<file path="src/rtl/hex_console_display.sv">
// ---------------------------------------------------------------------------
// hex_console_display
//
// Character sink for the CPU console stream. ASCII hex characters are shifted
// into a 32-bit display word (newest character on the rightmost digit), a
// newline clears the word, every other byte is ignored. The word is scanned
// continuously onto an 8-digit multiplexed 7-segment display.
//
// Ports:
//   clk           system clock
//   resetn        asynchronous active-low reset
//   enable        display enable; low blanks all anodes (parsing continues)
//   out_byte      character written by the CPU
//   out_byte_en   single-cycle write strobe qualifying out_byte
//   cathode_array {dp,g,f,e,d,c,b,a}, active low, registered
//   anode_array   one-hot-low digit select, registered
//   digit_count   valid digits since last clear, saturates at NUM_DIGITS
//
// Write handshake: out_byte is consumed on every rising clk edge where
// out_byte_en is high. There is no ready/backpressure; the sink accepts one
// byte per cycle unconditionally, so back-to-back strobes are all taken.
// ---------------------------------------------------------------------------
module hex_console_display #(
    parameter int REFRESH_DIV = 1000,
    parameter int NUM_DIGITS  = 8
) (
    input  logic       clk,
    input  logic       resetn,
    input  logic       enable,
    input  logic [7:0] out_byte,
    input  logic       out_byte_en,
    output logic [7:0] cathode_array,
    output logic [7:0] anode_array,
    output logic [3:0] digit_count
);

    localparam int CW   = (REFRESH_DIV > 1) ? $clog2(REFRESH_DIV) : 1;
    localparam int IDXW = $clog2(NUM_DIGITS);

    logic [31:0]     disp_word;
    logic [CW-1:0]   refresh_cnt;
    logic [IDXW-1:0] digit_idx;

    logic            is_hex;
    logic [3:0]      nibble;
    logic [3:0]      sel_nibble;
    logic [6:0]      seg_bits;

    // ASCII hex decode. Letters 'A'-'F' / 'a'-'f' have low nibble 1..6, so
    // adding 9 yields 10..15.
    always_comb begin
        is_hex = 1'b0;
        nibble = 4'h0;
        if (out_byte >= 8'h30 && out_byte <= 8'h39) begin
            is_hex = 1'b1;
            nibble = out_byte[3:0];
        end else if ((out_byte >= 8'h41 && out_byte <= 8'h46) ||
                     (out_byte >= 8'h61 && out_byte <= 8'h66)) begin
            is_hex = 1'b1;
            nibble = out_byte[3:0] + 4'd9;
        end
    end

    // Display word and digit count.
    always_ff @(posedge clk or negedge resetn) begin
        if (!resetn) begin
            disp_word   <= 32'h0;
            digit_count <= 4'd0;
        end else if (out_byte_en) begin
            if (is_hex) begin
                disp_word <= {disp_word[27:0], nibble};
                if (digit_count != 4'(NUM_DIGITS))
                    digit_count <= digit_count + 4'd1;
            end else if (out_byte == 8'h0A) begin
                disp_word   <= 32'h0;
                digit_count <= 4'd0;
            end
        end
    end

    // Refresh timing: each digit is held for REFRESH_DIV cycles. The index
    // wraps naturally because NUM_DIGITS is a power of two. Runs regardless
    // of enable so the scan phase is independent of blanking.
    always_ff @(posedge clk or negedge resetn) begin
        if (!resetn) begin
            refresh_cnt <= '0;
            digit_idx   <= '0;
        end else if (refresh_cnt == CW'(REFRESH_DIV - 1)) begin
            refresh_cnt <= '0;
            digit_idx   <= digit_idx + 1'b1;
        end else begin
            refresh_cnt <= refresh_cnt + 1'b1;
        end
    end

    assign sel_nibble = disp_word[{digit_idx, 2'b00} +: 4];

    // Segment patterns {g,f,e,d,c,b,a}, active low.
    always_comb begin
        seg_bits = 7'h7F;
        case (sel_nibble)
            4'h0: seg_bits = 7'h40;
            4'h1: seg_bits = 7'h79;
            4'h2: seg_bits = 7'h24;
            4'h3: seg_bits = 7'h30;
            4'h4: seg_bits = 7'h19;
            4'h5: seg_bits = 7'h12;
            4'h6: seg_bits = 7'h02;
            4'h7: seg_bits = 7'h78;
            4'h8: seg_bits = 7'h00;
            4'h9: seg_bits = 7'h10;
            4'hA: seg_bits = 7'h08;
            4'hB: seg_bits = 7'h03;
            4'hC: seg_bits = 7'h46;
            4'hD: seg_bits = 7'h21;
            4'hE: seg_bits = 7'h06;
            4'hF: seg_bits = 7'h0E;
            default: seg_bits = 7'h7F;
        endcase
    end

    // Registered outputs, one cycle behind index/data. Digits at or above
    // digit_count are blanked so unwritten leading positions stay dark.
    always_ff @(posedge clk or negedge resetn) begin
        if (!resetn) begin
            anode_array   <= 8'hFF;
            cathode_array <= 8'hFF;
        end else begin
            anode_array   <= enable ? ~(8'b0000_0001 << digit_idx) : 8'hFF;
            cathode_array <= ({1'b0, digit_idx} < digit_count) ?
                             {1'b1, seg_bits} : 8'hFF;
        end
    end

endmodule

</file>
<file path="config.mk">
export PLATFORM = sky130hd
export DESIGN_NAME = hex_console_display
export DESIGN_NICKNAME = d
export VERILOG_FILES = /design/src/rtl/hex_console_display.sv
export SDC_FILE = /design/constraint.sdc
export NUM_CORES = 1
export LEC_CHECK = 0
export ABC_AREA = 1
export BUFFER_PORTS_ARGS = -buffer_cell sky130_fd_sc_hd__buf_2
export CAP_MARGIN = 20
export CORE_MARGIN = 2
export CORE_UTILIZATION = 37
export CTS_BUF_LIST = sky130_fd_sc_hd__clkbuf_4 sky130_fd_sc_hd__clkbuf_8 sky130_fd_sc_hd__clkbuf_16
export DETAILED_ROUTE_END_ITERATION = 7
export GPL_ROUTABILITY_DRIVEN = 0
export PLACE_DENSITY = 0.55
export SYNTH_ARGS = -nofsm -noshare
export SYNTH_HDL_FRONTEND = slang
export SYNTH_SLANG_ARGS = --single-unit
</file>
<file path="constraint.sdc">
create_clock -name clk -period 1.8 [get_ports clk]
set_input_delay 0.27 -clock clk [delete_from_list [all_inputs] [get_ports clk]]
set_output_delay 0.27 -clock clk [all_outputs]
set_load 0.1 [all_outputs]
</file>
* After elaboration in Yosys (flattened, before gate mapping)
Memory sizes are Yosys's and may differ from the RTL's.
Index checks and enable logic that the tools add are counted.
** Word-level totals
- Output and inout bits :: 20
- Word-level logic and storage cells :: 44
- Memory bits (writable) :: 0
- Input bits :: 12
- Bits in latches :: 0
- Bits in read-only memories :: 112
- Memories kept :: 1
- Register bits after elaboration :: 65
** Cells by class
- Equal/unequal tests :: 4
- Reductions and logical operators :: 7
- Multiplexer cells :: 12
- Bitwise gates (word level) :: 1
- Add/sub/neg operators :: 4
- $lt $le $gt $ge :: 7
- Shifts and indexed selects :: 2
- Div/mod/pow operators :: 0
- Multipliers :: 0
** Memories
- (name not given) :: words 16, width 7, rd ports 1, clocked after Yosys merged registers in 0, write ports 0, RTL line 101 : case (sel_nibble)
** Operator list (count)
- $mux W32 :: 2
- $shiftx A32 B6 Y4 :: 1
- $mux W4 :: 5
- $ge A8 B7 Y1 const B :: 2
- $le A8 B7 Y1 const B :: 2
- $add A10 B1 Y10 const B :: 1
- $eq A10 B10 Y1 const B :: 1
- $mux W10 :: 1
- $eq A8 B4 Y1 const B :: 1
- $ge A8 B6 Y1 const B :: 1
- $le A8 B6 Y1 const B :: 1
- $mux W8 :: 1
- $not A8 Y8 :: 1
- $shl A1 B3 Y8 const A :: 1
- $mux W7 :: 1
- $add A4 B1 Y4 const B :: 1
- $add A4 B4 Y4 const B :: 1
- $lt A3 B4 Y1 :: 1
- $ne A4 B4 Y1 const B :: 1
- $add A3 B1 Y3 const B :: 1
- $logic_and A1 B1 Y1 :: 3
- $reduce_and A3 Y1 :: 1
- $mux W1 :: 2
- $ne A2 B1 Y1 const B :: 1
- 3 further kinds :: 3

* Depth between registers and ports, before layout
Gate-level depths: netlist of run 1.
- Depth in word-level cells :: 7
- Mapped depth :: 13
- Mapped depth without buffers :: 11

* Least setup slack after synthesis of run 1
No wires, ideal clock.
- Path kind :: register to register
- From :: register digit_count[1]
- To :: register cathode_array[0]
- Required time :: 1.716 ns
- Data arrival time :: 1.970 ns
- Setup slack :: -0.253 ns
- Cell stages (with the launch flop) :: 9
- Buffers on the path :: 0
- Period minus slack after synthesis :: 2.053 ns
- Setup time :: 0.084 ns
- Cell sequence :: dfrtp_1 inv_1 ha_1 o21ai_0 nand2_1 nand3_1 o21ai_0 inv_1 nand3_1
** On the way
- Longest elaborated chain between the ends :: 2
** RTL lines
- start, declared :: RTL line 34 : output logic [3:0] digit_count
- start signal, assigned :: RTL line 73 : digit_count <= digit_count + 4'd1;
- $lt A3 B4 Y1 :: RTL line 130 : cathode_array <= ({1'b0, digit_idx} < digit_count) ?
- $mux W7 :: RTL line 130
- end signal, assigned :: RTL line 130
- end, declared :: RTL line 32 : output logic [7:0] cathode_array,
No other way between the ends.
A chain may end at the register's enable or synchronous reset.

* Final worst setup path of run 1
- From :: register digit_idx[0]
- To :: register cathode_array[3]
** On the way
- Longest elaborated chain between the ends :: 3
- Elaborated cells on any way between the ends :: 4
- Classes of those cells :: order compare: 1; shift: 1; mux: 1; memory: 1
** RTL lines
- start, declared :: RTL line 42 : logic [IDXW-1:0] digit_idx;
- start signal, assigned :: RTL line 90 : digit_idx <= digit_idx + 1'b1;
- $shiftx A32 B6 Y4 :: RTL line 96 : assign sel_nibble = disp_word[{digit_idx, 2'b00} +: 4];
- $mem_v2 Z16 W7
- $mux W7 * :: RTL line 130
Every way passes the cells marked *; elsewhere a longest branch is shown, timed or not.

==> metrics, run 1 <==
Routed Antenna Nets 0; CP Max Fanout 10; Simple-Gate Fraction of Synth Area 24.5%; CP startpoint kind flip-flop; clk root buf clkbuf_8; DRT iter0 DRCs 106; MaxCap Viol Count 0; WL per Instance 12.5 um; Max Slew Vio Count 0; Post-synth EDFFs 0; Power Density 1010 nW/um2; post-detail-place hpwl 4.87 mm; gr ovfl total 0; synthesized instance count 403; met3 usage 4.44%; Tcrit/Tclk final 93.7%; HP Class primary input to flip-flop; initial antenna violation count 0; met1 Track Usage GR 19.0%; Worst EP required 2.07 ns; GR Layer Usage met2 26.2%; largest area contributor in the netlist dfrtp_1; Vias per Instance 4.87; vias in the first global route 2756; Top Usage Layer GRT met2; status complete, no violations; Die Ht 101 um; #FFs+latches synth 64; highest clock rate 593 MHz; largest net degree at the start of global routing 65; pre-CTS WS -0.0956 ns; post-synth net total 436; Die W 101 um; crit path time final 1.69 ns; cell total after placement 552; post-synthesis sequential area ratio 46.8%; initial core utilization 37.8%; largest family of logic cells by synthesized area simple AND/OR/NAND/NOR gates; drt pass-1 iters 4; Synth Warn # 0; global-route usage over all layers 15.3%; # diodes 0; critical path type flip-flop to flip-flop; mux contribution to synthesized area 0%; Clock Skews 0.00793 ns; Final Net Count 490; maximum clock insertion buffer count 2; asr flop ratio synth 100%; # rows 35; Hold Fails Final Rpt 0; H-tree level count 3; synth cell count leaders 87 x nand2_1, 63 x inv_1, 59 x nand3_1; adder-cell share of the synthesized area 7.59%; share of cells above drive strength 1 26.0%; share of the synthesized area in the top cell type 35.4%; I/O Pins 32; main flop type after synthesis dfrtp_1; most frequent cell after synthesis nand2_1; XOR/XNOR share of the synthesized area 1.01%; Yosys cell types 31; Post-Syn Area 3460 um2; CTS tree done; Post-Route WL 7.18 mm; CTS Buf Count 9; Final WS setup 0.113 ns; Worst VDD drop 0.493 mV; Core Area 9150 um2; Crit. End Element flip-flop; Synth area leaders dfrtp_1 35%, dfstp_2 11%, nand2_1 9.4%, nand3_1 8.5%, ha_1 7.6%; RSZ-0062 raised after global routing yes; # DRC 0; Leak 2.04 nW; Clock Latency Late Sink 0.34 ns; first-pass GRT wire length 12.5 mm; clock tree sinks 64; Synth Area in Compound Gates 9.40%; die area 10100 um2; # setup viols final 0; via count 2788; WP data arrival 1.96 ns; register clock-pin slew on the reported worst setup and hold paths 0.07 ns; synthesized area per cell 8.59 um2; IO Port Bufs 30; area grow syn2layout 18.2%; Finished Layout Cells 573
per-layer routing:
| layer | vias to the layer above | wire length (um) |
|---|---|---|
| met5 | - | 0 |
| met4 | 0 | 63 |
| met3 | 5 | 297 |
| met2 | 53 | 3500 |
| met1 | 1327 | 3320 |
| li1 | 1403 | - |
kinds of logic after synthesis:
group	Yosys count
flip-flops	64
buffers and inverters	80
other	1
AND/OR/NAND/NOR	188
adder cells (fa/ha/maj)	21
AO/OA/AOI/OAI	45
XOR/XNOR	4
per-stage QoR:
step / area, um2 / hold slack [ns] / util, % / total power, W / TNS [ns]
after floorplan: 3470 / -0.0256 / - / 0.00275 / 0
final: 4090 / 0.149 / 44.7 / 0.00411 / 0
after global routing: 4090 / 0.158 / 44.7 / 0.00440 / -0.0671
after CTS: 4050 / 0.132 / 44.2 / 0.00415 / 0
after global placement: 3830 / 0.313 / 41.9 / 0.00300 / -0.229
after detailed placement: 3830 / 0.312 / 41.9 / 0.00302 / -0.275
placed cells by master, fill, tap and decap left out, drive strengths merged, types with 3 or more instances in the layout:
cell / count
clkbuf: 10
dfstp: 15
nand3: 59
o22ai: 30
nand2: 93
buf: 56
a21oi: 5
clkinv: 5
inv: 65
ha: 21
nor2: 23
xor2: 3
nor3: 6
o21ai: 10
dfrtp: 49
sequential cells by signal (all words and copies together) (netlist names):
| signal | flops |
|---|---|
| anode_array | 8 |
| cathode_array | 7 |
| digit_count | 4 |
| digit_idx | 3 |
| disp_word | 32 |
| refresh_cnt | 10 |
critical path: stages, from the launching register on:
cell and delay, ns:
dfrtp_2 0.47, clkinv_4 0.11, nand2_1 0.06, nand3_1 0.06, nand2_1 0.09, o21ai_4 0.22
inv_2 0.08, ha_1 0.22, nand3_1 0.13, nand2_1 0.07, nand2_1 0.05, nand3_1 0.06
report_power, final:
group / leakage [nW] / internal [W] / switching, W
logic: 1.18 / 0.000400 / 0.000821
clock network: 0.0878 / 0.000526 / 0.000559
registers: 0.770 / 0.00174 / 0.0000731
worst paths after layout:
path | startpoint | to | slack (ns) | cells after the start
worst max-delay path | digit_idx[0] | cathode_array[3] | 0.11 | 11
worst min-delay path | enable | anode_array[3] | 0.15 | 2
worst max register to register | digit_idx[0] | cathode_array[3] | 0.11 | 11
worst min register to register | refresh_cnt[0] | refresh_cnt[0] | 0.46 | 1
max in group asynchronous | resetn | anode_array[2] | 0.99 | 3
min in group asynchronous | resetn | disp_word[18] | 0.46 | 3
what timing repair did:
action / in CTS / in global routing
buffers inserted: 3 / 1
hold buffers: 1 / 0
hold endpoints to repair: 49 / 0
gates cloned: 0 / 0
pin swaps: 1 / 3
setup endpoints to repair: 7 / 7
resized for setup: 2 / 10
final cells by class:
cell class                 count  area, um2
fill                         898       5060
multi-input combinational    259       1520
inverter                      66        253
timing repair buffer          57        384
sequential                    64       1630
clock inverter                 6       35.0
clock buffer                  10        138
tap                          111        139
(Power assumes the default switching activity.)
==> run 2, diff against run 1 <==
CAP_MARGIN = 15   (was 20)
CORE_UTILIZATION = 53   (was 37)
PLACE_DENSITY = 0.74   (was 0.55)
==> run 2 against run 1 <==
  * Largest cell class unchanged
  * Highest routed layer unchanged
  * Total power rose by 7.9%
  * Sequential power about the same
  * Critical endpoint is now cathode_array[0]
  * Clock power is 27% higher
  * Sequential share of layout area about the same
==> metrics, run 2 (same netlist as run 1, synthesis figures left out) <==
crit path from digit_idx[0] (unchanged); crit path time final 1.72 ns (was 1.69 ns); CP startpoint kind flip-flop (unchanged); CP Max Fanout 6 (was 10); Hold Fails Final Rpt 0 (unchanged); critical path type flip-flop to flip-flop (unchanged); Crit. End Element flip-flop (unchanged); drt pass-1 iters 4 (unchanged); Worst EP required 2.08 ns (was 2.07 ns); Routed Antenna Nets 0 (unchanged); Die W 84.8 um (was 101 um); Tcrit/Tclk final 95.4% (was 93.7%); Final Net Count 489 (was 490); cell total after placement 513 (was 552); first-pass GRT wire length 12.4 mm (was 12.5 mm); fillcell total 522 (was 898); # DRC 0 (unchanged); share of cells above drive strength 1 26.1% (was 26.0%); Final WS setup 0.0822 ns (was 0.113 ns); WP data arrival 2.00 ns (was 1.96 ns); initial core utilization 54.5% (was 37.8%); Core Area 6350 um2 (was 9150 um2); largest register by flop count disp_word (unchanged); clk root buf clkbuf_8 (unchanged); CTS tree done (unchanged); Post-Route WL 7.04 mm (was 7.18 mm); pre-CTS WS 0.0102 ns (was -0.0956 ns); I/O Pins 32 (unchanged); most common cell after layout, fill and taps aside nand2_1 (unchanged); commonest non-fill, non-tap cells in the layout 86 x nand2_1, 61 x inv_1, 56 x nand3_1 (was 86 x nand2_1, 62 x inv_1, 55 x nand3_1); Pwr Total 0.00444 W (was 0.00411 W); maximum clock insertion buffer count 2 (unchanged); R2R Setup Slk 0.08 ns (was 0.11 ns); clock tree sinks 64 (unchanged); Power Density 1080 nW/um2 (was 1010 nW/um2); RR Startpoint digit_idx[0] (unchanged); Worst VDD drop 0.914 mV (was 0.493 mV); # diodes 0 (unchanged); gr ovfl total 0 (unchanged); global-route usage over all layers 21.4% (was 15.3%); worst hold path stage count 2 (unchanged); Leak 2.05 nW (was 2.04 nW); Clock Latency Late Sink 0.34 ns (about the same); initial antenna violation count 0 (unchanged); area grow syn2layout 18.4% (was 18.2%); status complete, no violations (unchanged); post-detail-place hpwl 4.89 mm (was 4.87 mm); # rows 29 (was 35); Die Ht 84.8 um (was 101 um); vias in the first global route 2839 (was 2756); highest clock rate 582 MHz (was 593 MHz); H-tree level count 3 (unchanged); HP Class primary input to flip-flop (unchanged); MaxCap Viol Count 0 (unchanged); Regs by FF count disp_word: 32 flops, refresh_cnt: 10 flops, anode_array: 8 flops (unchanged); CTS Buf Count 9 (unchanged); Vias per Instance 5.28 (was 4.87); max reg flops 32 (unchanged); RSZ-0062 raised after global routing yes (unchanged); Finished Layout Cells 537 (was 573); DRT iter0 DRCs 133 (was 106); die area 7190 um2 (was 10100 um2); WL per Instance 13.1 um (was 12.5 um); IO Port Bufs 30 (unchanged); Clock Skews 0.00547 ns (was 0.00793 ns); # setup viols final 0 (unchanged); register clock-pin slew on the reported worst setup and hold paths 0.07 ns (about the same); Max Slew Vio Count 0 (unchanged); fin util 64.6% (was 44.7%); post-route design area 4100 um2 (was 4090 um2); Hold Path Origin enable (unchanged); via count 2836 (was 2788); placed instance area 3750 um2 (was 3830 um2); R2R depth 11 (unchanged); largest net degree at the start of global routing 31 (was 65)
[run 2: cell type report]
| type | count | area [um2] | share of cell area, % |
|---|---|---|---|
| Sequential cell | 64 | 1630 | 39.7 |
| Timing Repair Buffer | 55 | 367 | 8.94 |
| Clock buffer | 12 | 159 | 3.88 |
| Timing Repair inverter | 1 | 5.00 | 0.122 |
| Tap cell | 77 | 96.3 | 2.35 |
| Multi-Input combinational cell | 259 | 1530 | 37.2 |
| Clock inverter | 3 | 65.1 | 1.59 |
| Inverter | 66 | 255 | 6.23 |
[run 2: per-stage QoR]
stage / TNS (ns) / hold slack [ns]
after global routing: -0.0921 / 0.160
final: 0 / 0.152
after global placement: 0 / 0.260
after detailed placement: 0 / 0.263
after CTS: 0 / 0.148
after floorplan: 0 / -0.0256
[run 2: path summary, 6_finish.rpt]
path / endpoint
min in group asynchronous: disp_word[25]
hold reg to reg: refresh_cnt[0]
max in group asynchronous: anode_array[0]
setup reg to reg: cathode_array[0]
setup / recovery: cathode_array[0]
hold / removal: anode_array[7]
[run 2: report_power, final]
part	switching, W	internal [W]	leakage (nW)
registers	0.0000748	0.00174	0.768
logic	0.000868	0.000389	1.17
clock network	0.000512	0.000861	0.116
[run 2: worst max-delay path, cell delays in order (launching register included)]
cell and delay, ns:
dfrtp_2 0.45, buf_6 0.14, nand2_1 0.05, nand3_1 0.08, nand2_1 0.09, o21ai_4 0.23, buf_4 0.16, ha_4 0.15
nand3_1 0.09, nand2_1 0.09, nand2_1 0.06, nand3_1 0.07
[run 2: what timing repair did]
item,4_1_cts,5_1_grt
setup buffers,0,6
hold buffers,1,0
setup endpoints to repair,3,7
gates resized for setup,1,15
pin swaps,0,2
endpoints found under the hold margin,20,0
gates cloned,0,2
[run 2: layer usage]
| layer | wire (um) | up-vias | track usage [%] | part of all wire, % |
|---|---|---|---|---|
| li1 | - | 1406 | - | - |
| met1 | 3190 | 1343 | 27.0 | 45 |
| met2 | 3460 | 74 | 34.9 | 49 |
| met3 | 296 | 13 | 6.29 | 4.2 |
| met4 | 102 | 0 | 7.79 | 1.4 |
| met5 | 0 | - | 0 | 0 |
